`src/rtl/fifo_wr_arbiter.sv`:
```
// Round-robin write-port arbiter for the 8-deep FIFO with optional burst lock.
// The grant is zero-cycle: gnt and fifo_write_en follow req combinationally,
// and the FIFO accept rule (not full, or full with a same-cycle read) decides
// whether the selected beat is taken.
module fifo_wr_arbiter #(
  parameter int unsigned N_REQ     = 4,
  parameter int unsigned DATA_W    = 32,
  parameter int unsigned MAX_BURST = 4
) (
  input  logic                       clk,
  input  logic                       rst,
  input  logic [N_REQ-1:0]           req,
  input  logic [N_REQ*DATA_W-1:0]    req_data,
  output logic [N_REQ-1:0]           gnt,
  input  logic                       fifo_full,
  input  logic                       fifo_read_en,
  output logic                       fifo_write_en,
  output logic [DATA_W-1:0]          fifo_write_data,
  output logic                       lock_valid,
  output logic [$clog2(N_REQ)-1:0]   lock_idx
);

  localparam int unsigned IDX_W = $clog2(N_REQ);
  localparam int unsigned CNT_W = $clog2(MAX_BURST + 1);

  typedef enum logic {
    IDLE = 1'b0,
    LOCK = 1'b1
  } state_t;

  state_t            state;
  state_t            state_n;
  logic [IDX_W-1:0]  rr_ptr;
  logic [IDX_W-1:0]  rr_ptr_n;
  logic [IDX_W-1:0]  lock_idx_n;
  logic [IDX_W-1:0]  sel;
  logic [IDX_W-1:0]  start;
  logic [CNT_W-1:0]  beat_cnt;
  logic [CNT_W-1:0]  beat_n;
  logic [CNT_W-1:0]  beat_inc;
  logic              wr_req;
  logic              slot_ok;
  logic              accept;

  // Increment an index modulo N_REQ (N_REQ need not be a power of two).
  function automatic logic [IDX_W-1:0] next_idx(input logic [IDX_W-1:0] x);
    if (x == IDX_W'(N_REQ - 1)) next_idx = '0;
    else                        next_idx = x + IDX_W'(1);
  endfunction

  // First requester at or after 'from', wrapping; returns 'from' when none.
  function automatic logic [IDX_W-1:0] rr_pick(input logic [IDX_W-1:0] from,
                                               input logic [N_REQ-1:0] r);
    logic [IDX_W-1:0] idx;
    logic [IDX_W-1:0] pick;
    logic             found;
    idx   = from;
    pick  = from;
    found = 1'b0;
    for (int unsigned k = 0; k < N_REQ; k++) begin
      if (!found && r[idx]) begin
        found = 1'b1;
        pick  = idx;
      end
      idx = next_idx(idx);
    end
    rr_pick = pick;
  endfunction

  // FIFO can take a beat this cycle; reset blocks every write.
  assign slot_ok       = !rst && (!fifo_full || fifo_read_en);
  assign fifo_write_en = wr_req && !rst;
  assign accept        = wr_req && slot_ok;
  assign beat_inc      = beat_cnt + CNT_W'(1);

  // Next-state, selection and write request.
  always_comb begin
    state_n    = state;
    rr_ptr_n   = rr_ptr;
    beat_n     = beat_cnt;
    lock_idx_n = lock_idx;
    sel        = rr_ptr;
    wr_req     = 1'b0;
    start      = (state == LOCK) ? next_idx(lock_idx) : rr_ptr;

    if (state == LOCK && req[lock_idx]) begin
      // Owner still requesting: keep pushing its beats until the cap.
      sel    = lock_idx;
      wr_req = 1'b1;
      if (wr_req && slot_ok) begin
        if (beat_inc == CNT_W'(MAX_BURST)) begin
          state_n  = IDLE;
          rr_ptr_n = next_idx(lock_idx);
          beat_n   = '0;
        end else begin
          beat_n = beat_inc;
        end
      end
    end else begin
      // Free arbitration; a released lock hands over in the same cycle.
      sel    = rr_pick(start, req);
      wr_req = |req;
      if (state == LOCK) begin
        state_n  = IDLE;
        rr_ptr_n = next_idx(lock_idx);
        beat_n   = '0;
      end
      if (wr_req && slot_ok) begin
        if (MAX_BURST == 1) begin
          rr_ptr_n = next_idx(sel);
        end else begin
          state_n    = LOCK;
          lock_idx_n = sel;
          beat_n     = CNT_W'(1);
        end
      end
    end
  end

  // Data mux and one-hot grant for the selected requester.
  always_comb begin
    fifo_write_data = '0;
    gnt             = '0;
    for (int unsigned i = 0; i < N_REQ; i++) begin
      if (sel == IDX_W'(i)) begin
        fifo_write_data = req_data[i*DATA_W +: DATA_W];
        gnt[i]          = accept;
      end
    end
  end

  // Arbiter state registers.
  always_ff @(posedge clk) begin
    if (rst) begin
      state      <= IDLE;
      rr_ptr     <= '0;
      beat_cnt   <= '0;
      lock_idx   <= '0;
      lock_valid <= 1'b0;
    end else begin
      state      <= state_n;
      rr_ptr     <= rr_ptr_n;
      beat_cnt   <= beat_n;
      lock_idx   <= lock_idx_n;
      lock_valid <= (state_n == LOCK);
    end
  end

endmodule

```
`config.mk`:
```
export PLATFORM = sky130hd
export DESIGN_NAME = fifo_wr_arbiter
export DESIGN_NICKNAME = d
export VERILOG_FILES = /design/src/rtl/fifo_wr_arbiter.sv
export SDC_FILE = /design/constraint.sdc
export NUM_CORES = 1
export LEC_CHECK = 0
export BUFFER_PORTS_ARGS = -buffer_cell sky130_fd_sc_hd__buf_2
export CORE_UTILIZATION = 35
export DETAILED_ROUTE_END_ITERATION = 8
export GPL_TIMING_DRIVEN = 0
export HOLD_SLACK_MARGIN = 0.06
export PLACE_DENSITY = 0.85
export SLEW_MARGIN = 40
export SYNTH_ARGS = -nofsm -noshare
export SYNTH_HDL_FRONTEND = slang
export SYNTH_SLANG_ARGS = --single-unit
```
`constraint.sdc`:
```
create_clock -name clk -period 4.13 [get_ports clk]
set_input_delay 0.413 -clock clk [delete_from_list [all_inputs] [get_ports clk]]
set_output_delay 0.413 -clock clk [all_outputs]
set_load 0.03 [all_outputs]
```
==> impl_metrics.json, run 1 <==
{
  "final_common_cell": "buf_2",
  "pin_count": 176,
  "finClkSkew_ps": 3.58,
  "routed_wl_mm": 6.68,
  "max-vdd-ir-drop_mv": 0.229,
  "synth_nets": 332,
  "grt_usage_pct": 23.1,
  "setup_viol": 0,
  "syn_inst": 193,
  "via_per_inst": 5.04,
  "rsz0062_at_grt": "no",
  "io_buffers": 174,
  "status": "finished clean",
  "postSynth.asyncResetShare_pct": 0,
  "cp_max_fo": 10,
  "period_needed_ps": 3430,
  "nets": 511,
  "final_util_pct": 57.7,
  "clk_pin_slew_ps": 40,
  "synthTopCellsByArea": "mux2i_1, dfxtp_1, buf_6",
  "insertion_delay_ps": 230,
  "postCtsSetupBuffers": 0,
  "ctsHtreeMaxLevel": 1,
  "end_kind": "output pin",
  "crit_path_start_kind": "flip-flop",
  "worst-setup-path-type": "flip-flop to output pin",
  "cp.arrival_ps": 3010,
  "cts_tree": "done",
  "gp_congestion": 0.895,
  "cts-hold-fix-buffers": 0,
  "dp_cells": 421,
  "fin_setup_tns_ps": 0,
  "antenna_left": 0,
  "drcViolationCount": 0,
  "yosysTopAreaCell": "mux2i_1",
  "yosysTopAreaCellShare_pct": 57.6,
  "die_x_um": 71.8,
  "antenna_found_initial": 11,
  "cts_buffers": 3,
  "cts.sinks": 8,
  "drv_cap": 0,
  "dpl.hpwl_mm": 5.72,
  "synth_flop_cell": "dfxtp_1",
  "hold_viol": 0,
  "yosys_warnings": 0,
  "final_layout_size_suffix_gt1_share_pct": 52.2,
  "final_max_slew_viol_count": 0,
  "p_total_uw": 704,
  "layout_setup_ws_ps": 703,
  "slew_headroom_pct": 56.3,
  "min_path_cells": 2,
  "vias": 2184,
  "wl_per_cell_um": 15.4,
  "synth_area_um2": 1700,
  "start_util_pct": 36.3,
  "post-place-ws_ps": 949,
  "core_area_um2": 4690,
  "synth_edf_count": 0,
  "drt_iter0_drc": 54,
  "fin_crit_sh_pct": 83.0,
  "ys_ff_latch": 8,
  "synth_area_per_cell_um2": 8.83,
  "cts.path.max_buffers": 2,
  "cts_resized": 0,
  "ys_seq_area_share_pct": 9.40,
  "ff2ff_path_depth": 5,
  "synth_cell_types": 32,
  "power.leakage_uw": 0.00156,
  "power_density_nw_per_um2": 260,
  "grt_pass1_vias": 1905,
  "dieArea_um2": 5150,
  "finalNonFillerCells": 433,
  "overflow": 0,
  "area_delta_synth_final_pct": 58.8,
  "worstHoldPathType": "flip-flop to flip-flop",
  "tightest_slew_ps": 643,
  "firstDrtPassIters": 4,
  "rows": 25,
  "final_cell_mix": "buf_2, mux2i_1, nand2_1",
  "grt_max_degree": 11,
  "grt_pass1_wl_mm": 9.20,
  "die_h_um": 71.8,
  "fmax_ghz": 0.292,
  "root_buffer": "clkbuf_8",
  "required_ps": 3720
}
sequential cells by signal, summed over array words and instances, names as in the netlist:
| signal | count |
|---|---|
| lock_idx | 2 |
| state | 1 |
| rr_ptr | 2 |
| beat_cnt | 3 |
worst max-delay path, cell delays in order, from the launching register on:
cell,delay [ps]
dfxtp_1,480
ha_1,320
mux2i_1,330
mux2i_1,130
o2bb2ai_1,180
mux2i_2,550
buf_4,330
mux2i_1,240
buf_2,230
area by class of cell:
class / instances / area [um2]
sequential: 8 / 160
tap: 54 / 67.6
clock buffer: 3 / 41.3
inverter: 2 / 7.51
buffer: 13 / 105
antenna: 9 / 22.5
timing repair buffer: 174 / 871
multi-input combinational: 170 / 1430
fill: 422 / 1990
Yosys cell counts, types with 2 or more instances:
master,number
o21ai_0,5
a31oi_1,3
buf_6,5
a21oi_1,11
nor2b_1,2
buf_2,3
nand2b_1,5
nand2_1,12
inv_1,2
nor3_1,5
dfxtp_1,8
nand3_1,2
buf_4,4
nor2_1,8
ha_1,3
mux2i_1,98
and2_1,2
power by group:
group          switching, uW  leakage (uW)  internal, uW
combinational            306       0.00147           217
sequential              4.60     0.0000652          81.6
clock                   31.0     0.0000216          63.1
logic make-up (layout without fill, tap and decap cells):
kind of cell	Yosys count	in the layout	share of synthesized area, %
AND/OR/NAND/NOR	39	39	11.0
flip-flops	8	8	9.40
adder cells (fa/ha/maj)	3	3	2.20
buffers and inverters	15	192	6.61
other	0	9	0
XOR/XNOR	1	1	0.514
multiplexers	101	101	60.4
AO/OA/AOI/OAI	26	26	9.91
per-layer routing:
layer  part of all wire, %  vias up  GRT usage (%)
met4                   1.6        2           5.88
met1                    38      954           24.7
met2                    44      121           37.3
met5                  0.19        -              0
li1                      -     1095              -
met3                    16       12           15.9
through the flow:
stage                     hold WS (ps)  area, um2
after CTS                          467       2680
final                              469       2710
after global routing               501       2700
after detailed placement           462       2640
after floorplan                    445       1700
after global placement             454       2640
final timing paths:
kind / end / from / slack, ps
worst min register to register: rr_ptr[0] / rr_ptr[0] / 470
worst max-delay path: fifo_write_data[18] / lock_idx[0] / 700
worst min-delay path: rr_ptr[0] / rr_ptr[0] / 470
worst max register to register: beat_cnt[2] / lock_idx[1] / 2130
No activity file was read; power rests on OpenSTA's default activity.
==> inputs of run 2 (changes only) <==
==> constraint.sdc (replaced) <==
create_clock -name clk -period 3.2 [get_ports clk]
set_input_delay 0.32 -clock clk [delete_from_list [all_inputs] [get_ports clk]]
set_output_delay 0.32 -clock clk [all_outputs]
set_load 0.03 [all_outputs]
==> run 2 against run 1 <==
Sequential power rose by 30%. Hold slack barely moved. Combinational power rose by 32%. Global-route usage rose by 0.21 points. Sequential cell count did not move. Power rose by 31%. Core utilization rose by 0.85 points. Largest power group unchanged.
==> impl_metrics.json, run 2 (synthesis gave the netlist of run 1 again) <==
{
  "cp_max_fo": 10,
  "dieArea_um2": 5150,
  "root_buffer": "clkbuf_8",
  "overflow": 0,
  "dpl.hpwl_mm": 5.72,
  "cts_buffers": 3,
  "wl_per_cell_um": 15.6,
  "area_delta_synth_final_pct": 61.2,
  "critPathTopFamily": "multiplexers",
  "io_buffers": 174,
  "die_h_um": 71.8,
  "required_ps": 2880,
  "cp_slowest_stage_delay_ps": 580,
  "top_register": "beat_cnt",
  "largest_reg_flops": 3,
  "core_area_um2": 4690,
  "worstHoldPathType": "flip-flop to flip-flop",
  "cts.path.max_buffers": 2,
  "die_x_um": 71.8,
  "start_util_pct": 36.3,
  "max-vdd-ir-drop_mv": 0.295,
  "drv_cap": 0,
  "period_needed_ps": 3110,
  "end_kind": "output pin",
  "slew_headroom_pct": 61.2,
  "crit_path_start_kind": "flip-flop",
  "routed_wl_mm": 6.80,
  "grt_max_degree": 11,
  "cts.sinks": 8,
  "worst_hold_slack_ps": 469,
  "fin_setup_tns_ps": 0,
  "path_buf_inv": 3,
  "num-fill-cells": 423,
  "rows": 25,
  "gp_congestion": 0.895,
  "hold_viol": 0,
  "pin_count": 176,
  "drcViolationCount": 0,
  "firstDrtPassIters": 4,
  "vias": 2226,
  "cts-hold-fix-buffers": 0,
  "finClkSkew_ps": 1.73,
  "clk_pin_slew_ps": 40,
  "fmax_ghz": 0.322,
  "via_per_inst": 5.11,
  "largestRegisters": "beat_cnt x3, lock_idx x2, rr_ptr x2",
  "worst-setup-path-type": "flip-flop to output pin",
  "final_cell_mix": "buf_2, mux2i_1, nand2_1",
  "insertion_delay_ps": 230,
  "ctsHtreeMaxLevel": 1,
  "final_common_cell": "buf_2",
  "antenna_left": 0,
  "crit_slowest_cell": "mux4_2",
  "grt_pass1_wl_mm": 9.28,
  "tightest_slew_ps": 577,
  "nets": 514,
  "setup_viol": 0,
  "drt_iter0_drc": 51,
  "final_layout_size_suffix_gt1_share_pct": 53.4,
  "worstPathCellList": "mux4_2 > and2_1 > buf_6 > o31ai_4 > buf_2 > mux2i_1 > mux2i_1 > buf_2",
  "grt_usage_pct": 23.3,
  "cp.arrival_ps": 2790,
  "status": "finished clean",
  "power.leakage_uw": 0.00158,
  "cts_tree": "done",
  "fin_crit_sh_pct": 97.1,
  "power_density_nw_per_um2": 336,
  "final_max_slew_viol_count": 0,
  "grt_pass1_vias": 1915,
  "antenna_found_initial": 11
}
==> run 2: where the power goes <==
part | total (uW) | switching (uW) | leakage (uW) | internal, uW
combinational | 691 | 401 | 0.00149 | 290
sequential | 112 | 6.16 | 0.0000661 | 106
clock | 121 | 39.1 | 0.0000216 | 81.4
==> run 2: repair_timing <==
| action | in CTS | in global routing |
|---|---|---|
| setup endpoints to repair | 29 | 21 |
| pin swaps | 0 | 1 |
| resized for setup | 3 | 2 |
| buffers inserted | 0 | 3 |
==> run 2: final cells by class <==
type	instances	area [um2]	share of cell area [%]
multi-input cells	170	1440	52.6
repair buffers	177	893	32.5
flip-flops and latches	8	163	5.92
plain buffers	13	108	3.92
well taps	54	67.6	2.46
clock buffers	3	41.3	1.50
diodes	9	22.5	0.820
inverters	2	7.51	0.273
==> run 2: worst paths after layout <==
| kind | cells after the start | from | slack [ps] | end |
|---|---|---|---|---|
| worst min register to register | 2 | rr_ptr[0] | 470 | rr_ptr[0] |
| worst max-delay path | 8 | lock_idx[1] | 90 | fifo_write_data[18] |
| worst max register to register | 5 | lock_idx[1] | 1260 | beat_cnt[2] |
| worst min-delay path | 2 | rr_ptr[0] | 470 | rr_ptr[0] |
==> run 2: metal layers <==
metal / vias up / global-route usage, % / share of wire, %
li1: 1105 / - / -
met2: 118 / 37.4 / 45
met1: 987 / 25.2 / 38
met4: 2 / 5.88 / 1.8
met5: - / 0 / 0.19
met3: 14 / 15.9 / 15
==> run 2: stage by stage <==
step	cell area [um2]	power [uW]	utilization, %	std cells	setup WS, ps
6_report	2750	924	58.5	436	91.7
5_1_grt	2740	971	58.4	433	-20.8
4_1_cts	2700	914	57.4	424	62.8
3_5_place_dp	2640	789	56.3	421	112
3_3_place_gp	2640	776	56.3	421	150
2_1_floorplan	1700	581	-	193	196
==> run 2: worst register-to-register path, stage by stage, from the launching register on <==
cell	delay, ps
dfxtp_2	390
mux4_2	580
nand2_1	80
a21boi_0	200
or4_1	460
a21oi_1	150
